$ cat src/rtl/layer3_weight_loader_pkg.sv
// Shared definitions for the layer-3 weight loader: FSM encoding and derived widths.
package layer3_weight_loader_pkg;

    typedef enum logic [1:0] {
        IDLE  = 2'd0,
        LOAD  = 2'd1,
        CHECK = 2'd2,
        DONE  = 2'd3
    } state_t;

    localparam int NUM_NEURONS_DEF = 10;
    localparam int NUM_INPUTS_DEF  = 16;

    // Index width that stays at least one bit wide for degenerate sizes.
    function automatic int idx_width(input int n);
        return (n > 1) ? $clog2(n) : 1;
    endfunction

    localparam int ADDR_W = idx_width(NUM_NEURONS_DEF);
    localparam int DATA_W = NUM_INPUTS_DEF * 8;

endpackage

$ cat src/rtl/layer3_weight_loader.sv
// Layer-3 weight loader: packs a byte stream into neuron rows and writes one row per neuron.
// Optional trailing checksum byte is enabled with the CHECKSUM_EN macro.
module layer3_weight_loader
    import layer3_weight_loader_pkg::*;
#(
    parameter int NUM_NEURONS = NUM_NEURONS_DEF,
    parameter int NUM_INPUTS  = NUM_INPUTS_DEF,
    localparam int AW = idx_width(NUM_NEURONS),
    localparam int DW = NUM_INPUTS * 8
) (
    input  logic          clk,
    input  logic          rst_n,
    input  logic          start,
    input  logic [7:0]    in_byte,
    input  logic          in_valid,
    output logic          in_ready,
    output logic          wr_en,
    output logic [AW-1:0] wr_addr,
    output logic [DW-1:0] wr_data,
    output logic          busy,
    output logic          done,
    output logic          err
);

    localparam int BW = idx_width(NUM_INPUTS);

    state_t        state_reg;
    state_t        state_next;
    logic [BW-1:0] byte_idx_reg;
    logic [AW-1:0] row_idx_reg;
    logic          wr_en_reg;
    logic [AW-1:0] wr_addr_reg;
    logic [DW-1:0] wr_data_reg;
    logic          done_reg;
    logic [DW-1:0] row_full;

    logic start_take;
    logic accept;
    logic load_accept;
    logic byte_last;
    logic row_last;

    assign in_ready    = (state_reg == LOAD) || (state_reg == CHECK);
    assign busy        = in_ready;
    assign accept      = in_valid && in_ready;
    assign load_accept = accept && (state_reg == LOAD);
    assign start_take  = start && ((state_reg == IDLE) || (state_reg == DONE));
    assign byte_last   = (byte_idx_reg == BW'(NUM_INPUTS - 1));
    assign row_last    = (row_idx_reg == AW'(NUM_NEURONS - 1));

    assign wr_en   = wr_en_reg;
    assign wr_addr = wr_addr_reg;
    assign wr_data = wr_data_reg;
    assign done    = done_reg;

    always_ff @(posedge clk) begin
        if (!rst_n) begin
            state_reg <= IDLE;
        end else begin
            state_reg <= state_next;
        end
    end

    always_comb begin
        state_next = state_reg;
        case (state_reg)
            IDLE, DONE: begin
                if (start) begin
                    state_next = LOAD;
                end
            end
            LOAD: begin
                if (load_accept && byte_last && row_last) begin
`ifdef CHECKSUM_EN
                    state_next = CHECK;
`else
                    state_next = DONE;
`endif
                end
            end
            CHECK: begin
`ifdef CHECKSUM_EN
                if (accept) begin
                    state_next = DONE;
                end
`else
                state_next = IDLE;
`endif
            end
            default: state_next = IDLE;
        endcase
    end

    // The last byte of a row bypasses storage and goes straight into the write word,
    // so the lane registers are free for the next row on the following cycle.
    genvar gi;
    generate
        for (gi = 0; gi < NUM_INPUTS - 1; gi++) begin : g_lane
            logic [7:0] lane_reg;
            always_ff @(posedge clk) begin
                if (!rst_n) begin
                    lane_reg <= 8'h00;
                end else if (load_accept && (byte_idx_reg == BW'(gi))) begin
                    lane_reg <= in_byte;
                end
            end
            assign row_full[gi*8 +: 8] = lane_reg;
        end
    endgenerate
    assign row_full[DW-1 -: 8] = in_byte;

    always_ff @(posedge clk) begin
        if (!rst_n) begin
            byte_idx_reg <= '0;
            row_idx_reg  <= '0;
            wr_en_reg    <= 1'b0;
            wr_addr_reg  <= '0;
            wr_data_reg  <= '0;
            done_reg     <= 1'b0;
        end else begin
            wr_en_reg <= 1'b0;
            // done trails DONE entry by one cycle so it never overlaps the final write
            done_reg  <= (state_reg == DONE) && !start_take;
            if (start_take) begin
                byte_idx_reg <= '0;
                row_idx_reg  <= '0;
            end else if (load_accept) begin
                if (byte_last) begin
                    byte_idx_reg <= '0;
                    wr_en_reg    <= 1'b1;
                    wr_addr_reg  <= row_idx_reg;
                    wr_data_reg  <= row_full;
                    row_idx_reg  <= row_last ? '0 : row_idx_reg + AW'(1);
                end else begin
                    byte_idx_reg <= byte_idx_reg + BW'(1);
                end
            end
        end
    end

`ifdef CHECKSUM_EN
    logic [7:0] csum_reg;
    logic       csum_bad_reg;
    logic       err_reg;

    always_ff @(posedge clk) begin
        if (!rst_n) begin
            csum_reg     <= 8'h00;
            csum_bad_reg <= 1'b0;
            err_reg      <= 1'b0;
        end else begin
            if (start_take) begin
                csum_reg     <= 8'h00;
                csum_bad_reg <= 1'b0;
            end else if (load_accept) begin
                csum_reg <= csum_reg + in_byte;
            end else if (accept && (state_reg == CHECK)) begin
                csum_bad_reg <= (in_byte != csum_reg);
            end
            err_reg <= (state_reg == DONE) && !start_take && csum_bad_reg;
        end
    end
    assign err = err_reg;
`else
    assign err = 1'b0;
`endif

endmodule

$ cat config.mk
export PLATFORM = sky130hd
export DESIGN_NAME = layer3_weight_loader
export DESIGN_NICKNAME = d
export VERILOG_FILES = /design/src/rtl/layer3_weight_loader_pkg.sv /design/src/rtl/layer3_weight_loader.sv
export SDC_FILE = /design/constraint.sdc
export NUM_CORES = 1
export LEC_CHECK = 0
export ABC_CLOCK_PERIOD_IN_PS = 2800
export CORE_MARGIN = 2
export CORE_UTILIZATION = 58
export DETAILED_ROUTE_END_ITERATION = 12
export HOLD_SLACK_MARGIN = 0.02
export PLACE_DENSITY_LB_ADDON = 0.05
export SETUP_SLACK_MARGIN = 0.15
export SLEW_MARGIN = 10
export SYNTH_ARGS = -nofsm -noshare
export SYNTH_HDL_FRONTEND = slang
export SYNTH_SLANG_ARGS = --single-unit
$ cat constraint.sdc
create_clock -name clk -period 2.8 [get_ports clk]
set_input_delay 0.56 -clock clk [delete_from_list [all_inputs] [get_ports clk]]
set_output_delay 0.56 -clock clk [all_outputs]
set_load 0.01 [all_outputs]
# Word-level counts from Yosys, hierarchy flattened
# Cells that the tools add are included.
[classes]
n_bitwise = 3
n_addsub = 2
n_reduce_logical = 32
muxes = 6
eq_ne = 21
[ops]
columns = ["cell", "n"]
rows = [
  ["4-bit equality test, second input constant", 9],
  ["1-bit logical AND", 21],
  ["4-bit by 3-bit equality test with 1-bit output, second input constant", 4],
  ["4-bit by 1-bit adder with 4-bit output, second input constant", 2],
  ["4-bit by 2-bit equality test with 1-bit output, second input constant", 2],
  ["4-bit 2-to-1 mux", 2],
  ["2-bit one-hot mux with 3 select lines", 1],
  ["2-bit equality test, second input constant", 2],
  ["4-bit by 1-bit equality test with 1-bit output, second input constant", 1],
  ["4-bit zero test", 1],
  ["2-bit 2-to-1 mux", 2],
  ["2-bit AND reduction", 2],
  ["2-bit OR reduction", 2],
  ["1-bit inverter", 3],
  ["3-bit AND reduction", 1],
  ["3-bit OR reduction", 1],
  ["2-bit by 1-bit equality test with 1-bit output, second input constant", 1],
  ["2-bit zero test", 1],
  ["1-bit logical OR", 2],
  ["2-bit by 1-bit != test with 1-bit output, second input constant", 1],
  ["2-bit != test, second input constant", 1],
  ["1-bit zero test", 1],
  ["1-bit 2-to-1 mux", 1],
]
[word_totals]
regBits = 264
input_bits = 12
word_cells = 86

# Depth between registers and ports, before layout
# Gate-level depths: netlist of run 1.
[depth]
ltp_word = 8
depth_mapped = 10

# Worst setup path after synthesis of run 1
# Ideal clock, no wire load.
[synth_path]
kind = "input to register"
startpoint = "input port in_valid"
endpoint = "register wr_data_reg[123] (netlist: wr_data[123])"
slack_ns = 1.136
required_time_ns = 2.684
path_buffers = 4
arrival_time_ns = 1.548
path_stages = 8
path_cell_list = "buf_4 -> and3_1 -> and3_1 -> buf_2 -> buf_6 -> buf_4 -> nand2_1 -> a21boi_1"
[synth_between]
elab_chain_len = 3
[synth_lines]
columns = ["item", "line_no", "rtl"]
rows = [
  ["from (decl)", "layer3_weight_loader.sv:15", "input logic in_valid,"],
  ["1-bit logical AND", "layer3_weight_loader.sv:45", "assign accept = in_valid && in_ready;"],
  ["1-bit logical AND", "layer3_weight_loader.sv:46", "assign load_accept = accept && (state_reg == LOAD);"],
  ["3-bit AND reduction (no line)", "-", ""],
  ["to (signal assigned)", "layer3_weight_loader.sv:132", "wr_data_reg <= row_full;"],
  ["to (decl)", "layer3_weight_loader.sv:33", "logic [DW-1:0] wr_data_reg;"],
]
# Every way passes these cells.
# A chain may end at the register's enable or synchronous reset.

# Worst setup path after layout of run 1
[layout_path]
startpoint = "register state_reg[0]"
endpoint = "output port in_ready"
[layout_between]
elab_chain_len = 2
elab_cells_between_ends = 3
cone_classes = "eq/ne: 2; reduce/logical: 1"
[layout_lines]
columns = ["item", "line_no", "rtl"]
rows = [
  ["from (decl)", "layer3_weight_loader.sv:27", "state_t state_reg;"],
  ["from (signal assigned)", "layer3_weight_loader.sv:60", "state_reg <= state_next;"],
  ["2-bit by 1-bit equality test with 1-bit output / 2-bit equality test (equally long branches)", "layer3_weight_loader.sv:43", "assign in_ready = (state_reg == LOAD) || (state_reg == CHECK);"],
  ["1-bit logical OR *", "layer3_weight_loader.sv:43", ""],
  ["to (decl)", "layer3_weight_loader.sv:16", "output logic in_ready,"],
]
# Every way passes the cells marked *; elsewhere a longest branch is shown, timed or not.

==> results of run 1 <==
cells by family after synthesis:
group,after synthesis
muxes,114
DFF,264
AOI/OAI and AO/OA,149
buffers and inverters,85
xor gates and xnor gates,5
other,1
and+or+nand+nor,444
adders and majority gates,8
worst max-delay path by stage:
stage | cells past startpoint | from | to
2_1_floorplan | 8 | in_valid | wr_data[123]$_SDFFE_PN0P_
3_3_place_gp | 5 | in_valid | g_lane[2].lane_reg[7]$_SDFFE_PN0P_
3_5_place_dp | 5 | in_valid | g_lane[2].lane_reg[4]$_SDFFE_PN0P_
4_1_cts | 4 | state_reg[0]$_SDFFE_PN0P_ | in_ready
5_1_grt | 4 | state_reg[0]$_SDFFE_PN0P_ | busy
6_report | 4 | state_reg[0]$_SDFFE_PN0P_ | in_ready
critical path: stages, from the launching register on:
cell             delay, ps
dfxtp_1                420
inv_1                   70
ha_1                   300
inv_1                  120
clkdlybuf4s50_1        550
per-stage QoR:
step / cell area (sq um) / hold slack, ps
after floorplan: 10230 / 430.1
after global placement: 11830 / 437.1
after detailed placement: 11830 / 443.4
after CTS: 12740 / 451.8
after global routing: 12740 / 466.6
final: 12740 / 449.6
placed cells by master, fill, tap and decap left out, types with 5 or more instances in the layout:
| cell type | Yosys | routed |
|---|---|---|
| xnor2_1 | 5 | 5 |
| nor2_4 | 7 | 7 |
| clkbuf_1 | 42 | 8 |
| mux2i_1 | 114 | 114 |
| buf_4 | 12 | 20 |
| clkbuf_16 | 0 | 27 |
| nor2_1 | 7 | 7 |
| nor2b_1 | 113 | 113 |
| a21boi_1 | 80 | 80 |
| nand3_1 | 12 | 11 |
| inv_1 | 7 | 7 |
| clkbuf_8 | 0 | 5 |
| ha_1 | 8 | 8 |
| nand2b_1 | 6 | 6 |
| clkdlybuf4s50_1 | 0 | 146 |
| nand2_1 | 281 | 281 |
| dfxtp_1 | 264 | 264 |
| a21boi_0 | 60 | 60 |
cell type report:
cell class	count	area [sq um]
inverters	7	26.28
clock inverters	8	140.1
repair buffers	169	1672
clock buffers	40	774.5
fillers	1334	4554
multi-input cells	721	4563
well taps	225	281.5
flip-flops and latches	264	5285
Yosys cell counts, drive strengths merged, types with 4 or more instances:
master	number
nand2	281
dfxtp	264
a21boi	140
mux2i	114
nor2b	113
clkbuf	42
buf	36
nor2	18
nand3	16
ha	8
inv	7
nand2b	6
xnor2	5
nor3	4
power by group:
| part | total (W) | switching [W] | leakage [nW] | internal (W) |
|---|---|---|---|---|
| combinational | 0.000452 | 0.000255 | 1.77 | 0.000197 |
| sequential | 0.00381 | 0.0000269 | 2.13 | 0.00379 |
| clock | 0.00367 | 0.00141 | 0.450 | 0.00227 |
routing by layer:
layer / wire [um] / global-route usage (%) / vias up
met5: 0 / 0 / -
met4: 378 / 5.613 / 0
met3: 1250 / 4.852 / 33
met2: 10270 / 38.78 / 154
met1: 10260 / 31.49 / 3403
li1: - / - / 3709
==> impl_metrics.ini, run 1 <==
[run_status]
status = finished, final reports clean

[worst_hold_path]
hold_depth = 2
hp-start = g_lane[12].lane_reg[1]$_SDFFE_PN0P_
hp-class = reg2reg
holdPathEnd = wr_data[97]$_SDFFE_PN0P_

[logic_synthesis]
synthXorXnorAreaFrac_pct = 0.4280
synth.avg_cell_area_sq_um = 9.562
synth.mux.area_fraction_pct = 11.15
async_flop_share_pct = 0
synth_area_leaders = dfxtp_1, mux2i_1, nand2_1, nor2b_1, a21boi_1
ys_ff_latch = 264
synth_compound_area_share_pct = 10.81
synth_top_cell_by_area = dfxtp_1
synth_top_family_by_area = simple AND/OR/NAND/NOR gates
ys_warn_count = 0
synth_nets = 1090
synth_simple_gate_area_share_pct = 21.02
synth_edf_count = 0
yosysTopAreaCellShare_pct = 51.66
synth_area_sq_um = 10230
ys_types = 31
yosysSeqAreaShare_pct = 51.66
ys.flop_type = dfxtp_1
yosys.area_share.adder_pct = 0.9784
synth_cells = 1070

[die]
dieArea_sq_um = 18720
die_h_um = 136.8
start_util_pct = 59.15
coreArea_sq_um = 17300
io-pin-count = 149
die_w_um = 136.8
fp-row-count = 48

[route]
vias_per_cell = 5.090
antenna_left = 0
drc = 0
drt_iter0_markers = 352
drt_wl_total_um = 22160
num_vias = 7299
drt-pass1-iter-count = 4
wl_per_cell_um = 15.45

[clock_tree]
post_cts_buffers = 0
clock_path_buffers = 3
cts_hold_buf = 0
clock_sinks = 264
cts_made_buffers = 26
clk_latency_ps = 520
clk_pin_slew_ps = 70
cts_root_buf = clkbuf_16
cts_max_level = 1
cts_tree = built
cts.repair.resized = 0

[grt]
overflow = 0
grt_max_degree = 100
grt_usage_pct = 23.42
antenna_found_initial = 0
grt_pass1_wl_um = 35220
first_global_vias = 6808

[layout]
largest_register_ffs = 128
stdcell_count = 1434
post-route-util_pct = 73.67
area_growth_pct = 24.54
n_antenna_cell = 0
final_net_count = 1209
drive_above_1_share_pct = 6.700

[power]
vdd_ir_drop_max_mv = 0.4967
power.density_nw_per_um2 = 623.1
leakagePower_nw = 4.345
finalPower_w = 0.007939

[sta]
fin_tns_setup_ps = 0
skew_ps = 9.588
hold_violations = 0
period_needed_ps = 2543
max_freq_mhz = 393.2
rsz0062_at_grt = false
slew_headroom_pct = 48.68
slew_viol_final = 0
finalSetupViolations = 0
tightestPinTransition_ps = 769.8
setup_ws_ps = 256.5
final_min_period_over_clock_period_pct = 90.84

[worst_setup_path]
critical_path_class = reg2out
r2r_start = state_reg[0]$_SDFFE_PN0P_
critPathRequiredTime_ps = 2240
r2r_slack_ps = 680
crit_path_start_kind = flop
worst_r2r_endpoint = wr_data[27]$_SDFFE_PN0P_
endpoint_kind = primary output
cp.arrival_ps = 1980
critPathMaxFanout = 5
reg2reg_depth = 6

[placed_design]
hpwl_um = 13080
routabilityCongestion = 0.7751
placedCellCount = 1386
place_ws_ps = 335.4
io_buffers = 147

[job]
drv_cap = 0
No activity file was read; power rests on OpenSTA's default activity.
==> inputs of run 2 (changes only) <==
Settings changed: RECOVER_POWER from default to 25.
==> run 2 against run 1 <==
  * Maximum frequency up 0.21%
  * Utilization shrank 0.46 points
  * Highest routed layer unchanged
  * Final cell count did not move
  * Critical path type unchanged
  * Non-clock buffer count unchanged
  * First-iteration DRC count rose by 0.85%
  * Sequential share of layout area grew 0.26 points
  * Critical endpoint unchanged
  * Largest power group unchanged
  * Via count unchanged
  * Cell area is 0.63% lower
  * Sequential cell count stayed put
==> impl_metrics.ini, run 2 (synthesized netlist as in run 1, its figures left out) <==
[layout]
post-route-util_pct = 73.21
n_antenna_cell = 0
layout_commonest_cell = nand2_1
largest_register_ffs = 128
fillers = 1347
area_growth_pct = 23.76
drive_above_1_share_pct = 5.955
final_net_count = 1209
final_cell_mix = nand2_1, dfxtp_1, mux2i_1

[die]
die_w_um = 136.8
io-pin-count = 149
fp-row-count = 48
coreArea_sq_um = 17300
dieArea_sq_um = 18720
die_h_um = 136.8
start_util_pct = 59.15

[route]
antenna_left = 0
drt_wl_total_um = 22130
drt_iter0_markers = 355
vias_per_cell = 5.090
drt-pass1-iter-count = 4
drc = 0
wl_per_cell_um = 15.43
num_vias = 7299

[sta]
setup_ws_ps = 262.0
fin_tns_setup_ps = 0
max_freq_mhz = 394.0
hold_violations = 0
skew_ps = 7.725
period_needed_ps = 2538
rsz0062_at_grt = false
final_min_period_over_clock_period_pct = 90.64
slew_viol_final = 0
finalSetupViolations = 0
tightestPinTransition_ps = 1119
slew_headroom_pct = 25.43

[clock_tree]
clock_sinks = 264
clock_path_buffers = 3
cts_root_buf = clkbuf_16
cts.repair.resized = 0
cts_tree = built
cts_max_level = 1
post_cts_buffers = 0
cts_made_buffers = 26
clk_pin_slew_ps = 60
clk_latency_ps = 520
cts_hold_buf = 0

[worst_setup_path]
r2r_start = state_reg[0]$_SDFFE_PN0P_
reg2reg_depth = 5
endpoint_kind = primary output
cp_common_cell = inv_1
r2r_slack_ps = 350
cp_slowest_stage_delay_ps = 550
crit_path_start_kind = flop
cp.arrival_ps = 1980
worst_r2r_endpoint = g_lane[11].lane_reg[4]$_SDFFE_PN0P_
critical_path_class = reg2out
critPathMaxFanout = 5
critPathRequiredTime_ps = 2240
path_cells = inv_1 > ha_1 > inv_1 > clkdlybuf4s50_1
cp_slowest_cell = clkdlybuf4s50_1

[placed_design]
io_buffers = 147
place_ws_ps = 335.4
routabilityCongestion = 0.7751
hpwl_um = 13080

[worst_hold_path]
hp-class = reg2reg
holdPathEnd = wr_data[98]$_SDFFE_PN0P_
hp-start = wr_data[98]$_SDFFE_PN0P_
hold_depth = 2

[power]
leakagePower_nw = 4.505
power.density_nw_per_um2 = 626.2
internal_power_w = 0.006246
p_comb_share_pct = 5.5
switching_power_w = 0.001683
clock_power_share_pct = 46.4
vdd_ir_drop_max_mv = 0.4994
swShare_pct = 21.22
sequentialPowerShare_pct = 48.1

[grt]
grt_pass1_wl_um = 35220
grt_usage_pct = 23.42
first_global_vias = 6808
overflow = 0
antenna_found_initial = 0
grt_max_degree = 100

[job]
drv_cap = 0

[run_status]
status = finished, final reports clean
## run 2: cell types whose count changed in the layout (fill, tap and decap cells not counted)
cell	before	now
nor2_8	4	2
clkbuf_1	8	10
nand3_2	3	1
buf_4	20	17
clkdlybuf4s50_1	146	83
nor2_1	7	11
nor2_4	7	5
nand3_4	2	1
clkbuf_2	0	1
dlygate4sd3_1	0	63
nand3_1	11	14
## run 2: worst max-delay path by stage
stage,startpoint,cells past startpoint,slack (ps),endpoint
floorplan,in_valid,8,1140,wr_data[123]$_SDFFE_PN0P_
global placement,in_valid,5,350,g_lane[2].lane_reg[7]$_SDFFE_PN0P_
detailed placement,in_valid,5,340,g_lane[2].lane_reg[4]$_SDFFE_PN0P_
CTS,state_reg[0]$_SDFFE_PN0P_,4,230,in_ready
global route,state_reg[1]$_SDFFE_PN0P_,6,150,g_lane[11].lane_reg[4]$_SDFFE_PN0P_
finish,state_reg[0]$_SDFFE_PN0P_,4,260,in_ready
## run 2: metrics by stage
step	instances	power, W	hold slack (ps)	area, sq um
finish	1434	0.007929	450.0	12660
global route	1434	0.008161	466.6	12660
CTS	1434	0.008011	451.8	12740
detailed placement	1386	0.004343	443.4	11830
global placement	1386	0.004337	437.1	11830
floorplan	1070	0.004200	430.1	10230
## run 2: cell type report
type	count	area [sq um]	share of cell area, %
Sequential cell	264	5285	41.74
Multi-Input combinational cell	721	4493	35.48
Timing Repair Buffer	169	1662	13.12
Clock buffer	40	774.5	6.117
Tap cell	225	281.5	2.223
Clock inverter	8	140.1	1.107
Inverter	7	26.28	0.2075
## run 2: routing by layer
layer  up-vias  part of all wire [%]  track usage (%)
met4         0                   1.7            5.613
li1       3708                     -                -
met2       155                    46            38.78
met3        33                   5.5            4.852
met5         -                     0                0
met1      3403                    46            31.49
## run 2: power by group through the flow
stage | clock (W) | combinational (W) | sequential, W
2_1_floorplan | 0 | 0.000310 | 0.00389
3_3_place_gp | 0 | 0.000441 | 0.00390
3_5_place_dp | 0 | 0.000446 | 0.00390
4_1_cts | 0.00374 | 0.000453 | 0.00381
5_1_grt | 0.00388 | 0.000465 | 0.00382
6_report | 0.00368 | 0.000434 | 0.00381
## run 2: worst max-delay path, delay by kind of cell (launching register included)
kind / cells / cell delay (ps)
adder cells (fa/ha/maj): 1 / 300
buffers and inverters: 3 / 730
flip-flops: 1 / 420
==> inputs of run 3 (changes only) <==
Settings changed: CORE_UTILIZATION 58 to 38.
==> run 3 against run 2 <==
  * Final cell count grew 8.4%
  * Utilization shrank 25 points
  * Maximum frequency shrank 0.72%
  * Sequential share of layout area shrank 0.81 points
  * Worst setup slack lost 18 ps
  * Global-route usage shrank 6.0 points
  * Critical path type unchanged
  * Critical endpoint unchanged
  * Largest power group is now the clock network
==> impl_metrics.ini, run 3 (synthesized netlist as in run 1, its figures left out) <==
[worst_setup_path]
crit_path_start_kind = flop
cp_slowest_stage_delay_ps = 550
critPathMaxFanout = 5
cp.arrival_ps = 2000
critPathLaunch = state_reg[0]$_SDFFE_PN0P_
path_delay_family = buffers and inverters
r2r_start = state_reg[0]$_SDFFE_PN0P_
endpoint_kind = primary output
worst_r2r_endpoint = g_lane[7].lane_reg[1]$_SDFFE_PN0P_
cp.depth = 4
endpoint = in_ready
r2r_slack_ps = 390
reg2reg_depth = 5
path_cells = inv_1 > ha_1 > inv_1 > clkdlybuf4s50_1
critPathRequiredTime_ps = 2240
cp_common_cell = inv_1
cp_slowest_cell = clkdlybuf4s50_1
critical_path_class = reg2out
crit_buf_inv = 3

[die]
coreArea_sq_um = 26730
start_util_pct = 38.28
die_h_um = 168.1
die_w_um = 168.1
fp-row-count = 60
io-pin-count = 149
dieArea_sq_um = 28250

[clock_tree]
clock_sinks = 264
post_cts_buffers = 0
cts_hold_buf = 0
cts_made_buffers = 29
clk_latency_ps = 540
clk_pin_slew_ps = 60
cts_tree = built
cts_root_buf = clkbuf_16
cts_max_level = 1
clock_path_buffers = 3

[layout]
final_cell_mix = nand2_1, dfxtp_1, clkdlybuf4s50_1
largest_register_ffs = 128
area_growth_pct = 26.22
post-route-util_pct = 48.32
n_antenna_cell = 0
final_net_count = 1210
layout_commonest_cell = nand2_1
final_area_sq_um = 12910
drive_above_1_share_pct = 6.183

[grt]
grt_pass1_wl_um = 39900
antenna_found_initial = 0
grt_max_degree = 118
overflow = 0
first_global_vias = 7185
grt_usage_pct = 17.45

[power]
leakagePower_nw = 4.404
clock_power_share_pct = 48.5
p_comb_share_pct = 5.2
finalPower_w = 0.008243
switching_power_w = 0.001803
vdd_ir_drop_max_mv = 0.4098
swShare_pct = 21.88
power.density_nw_per_um2 = 638.3
internal_power_w = 0.006440
sequentialPowerShare_pct = 46.3

[placed_design]
hpwl_um = 14520
dpl-instance-area_sq_um = 12020
routabilityCongestion = 0.7302
io_buffers = 147

[route]
num_vias = 7247
drt_iter0_markers = 332
antenna_left = 0
vias_per_cell = 4.663
drt-pass1-iter-count = 4
drc = 0
wl_per_cell_um = 15.74
drt_wl_total_um = 24460

[sta]
max_freq_mhz = 391.2
hold_violations = 0
rsz0062_at_grt = false
slew_viol_final = 0
finalSetupViolations = 0
tightestPinTransition_ps = 1123
final_min_period_over_clock_period_pct = 91.30
period_needed_ps = 2556
hold-worst-slack_ps = 447.2
fin_tns_setup_ps = 0
skew_ps = 7.184
slew_headroom_pct = 24.83

[worst_hold_path]
hp-class = reg2reg

[job]
drv_cap = 0

[run_status]
status = finished, final reports clean
## run 3: changes by cell type in the layout (fill, tap and decap cells not counted), moves of 2 or more
cell / delta
clkinv_2: +2
buf_12: +5
clkdlybuf4s50_1: +32
buf_4: -9
nor2_8: -2
clkbuf_1: -3
nor2_1: +3
dlygate4sd3_1: -32
nor2_4: -2
clkbuf_8: +6
clkbuf_16: +2
## run 3: how the worst min path moves through the flow
stage,start,endpoint,cells after the start
finish,wr_data[50]$_SDFFE_PN0P_,wr_data[50]$_SDFFE_PN0P_,2
global route,g_lane[9].lane_reg[1]$_SDFFE_PN0P_,wr_data[73]$_SDFFE_PN0P_,2
CTS,g_lane[8].lane_reg[2]$_SDFFE_PN0P_,wr_data[66]$_SDFFE_PN0P_,2
detailed placement,g_lane[8].lane_reg[2]$_SDFFE_PN0P_,wr_data[66]$_SDFFE_PN0P_,2
global placement,g_lane[8].lane_reg[4]$_SDFFE_PN0P_,wr_data[68]$_SDFFE_PN0P_,2
floorplan,g_lane[12].lane_reg[4]$_SDFFE_PN0P_,wr_data[100]$_SDFFE_PN0P_,2
## run 3: power by group through the flow
stage	sequential, W	clock [W]	combinational, W
floorplan	0.00389	0	0.000310
global placement	0.00390	0	0.000459
detailed placement	0.00390	0	0.000460
CTS	0.00381	0.00413	0.000462
global route	0.00382	0.00428	0.000473
finish	0.00381	0.00400	0.000431
## run 3: timing repair
item | in CTS | in global routing
gates resized for setup | 0 | 1
endpoints found under the setup margin | 0 | 2
hold endpoints to repair | 0 | 0
## run 3: through the flow
step | instances | setup WS [ps]
final | 1554 | 243.6
after global routing | 1554 | 119.3
after CTS | 1554 | 197.8
after detailed placement | 1500 | 330.7
after global placement | 1500 | 379.6
after floorplan | 1070 | 1136
## run 3: metal layers
metal  global-route usage (%)  routed length (um)  vias to the layer above
met1                    23.94               11900                     3371
met4                    4.348                 429                        0
met2                    28.06               10900                      129
met5                        0                   0                        -
met3                    3.808                1240                       29
li1                         -                   -                     3718
## run 3: area by class of cell
| cell class | instances | area [sq um] |
|---|---|---|
| Clock inverter | 11 | 136.4 |
| Multi-Input combinational cell | 721 | 4443 |
| Tap cell | 341 | 426.7 |
| Inverter | 7 | 26.28 |
| Timing Repair Buffer | 167 | 1708 |
| Fill cell | 2559 | 13810 |
| Clock buffer | 43 | 888.4 |
| Sequential cell | 264 | 5285 |
## run 3: worst register-to-register path, cell delays in order (launching register included)
cell and delay (ps):
dfxtp_1 410, ha_1 360, nand3_1 400, nor2_1 810
mux2i_1 270, nor2b_1 60
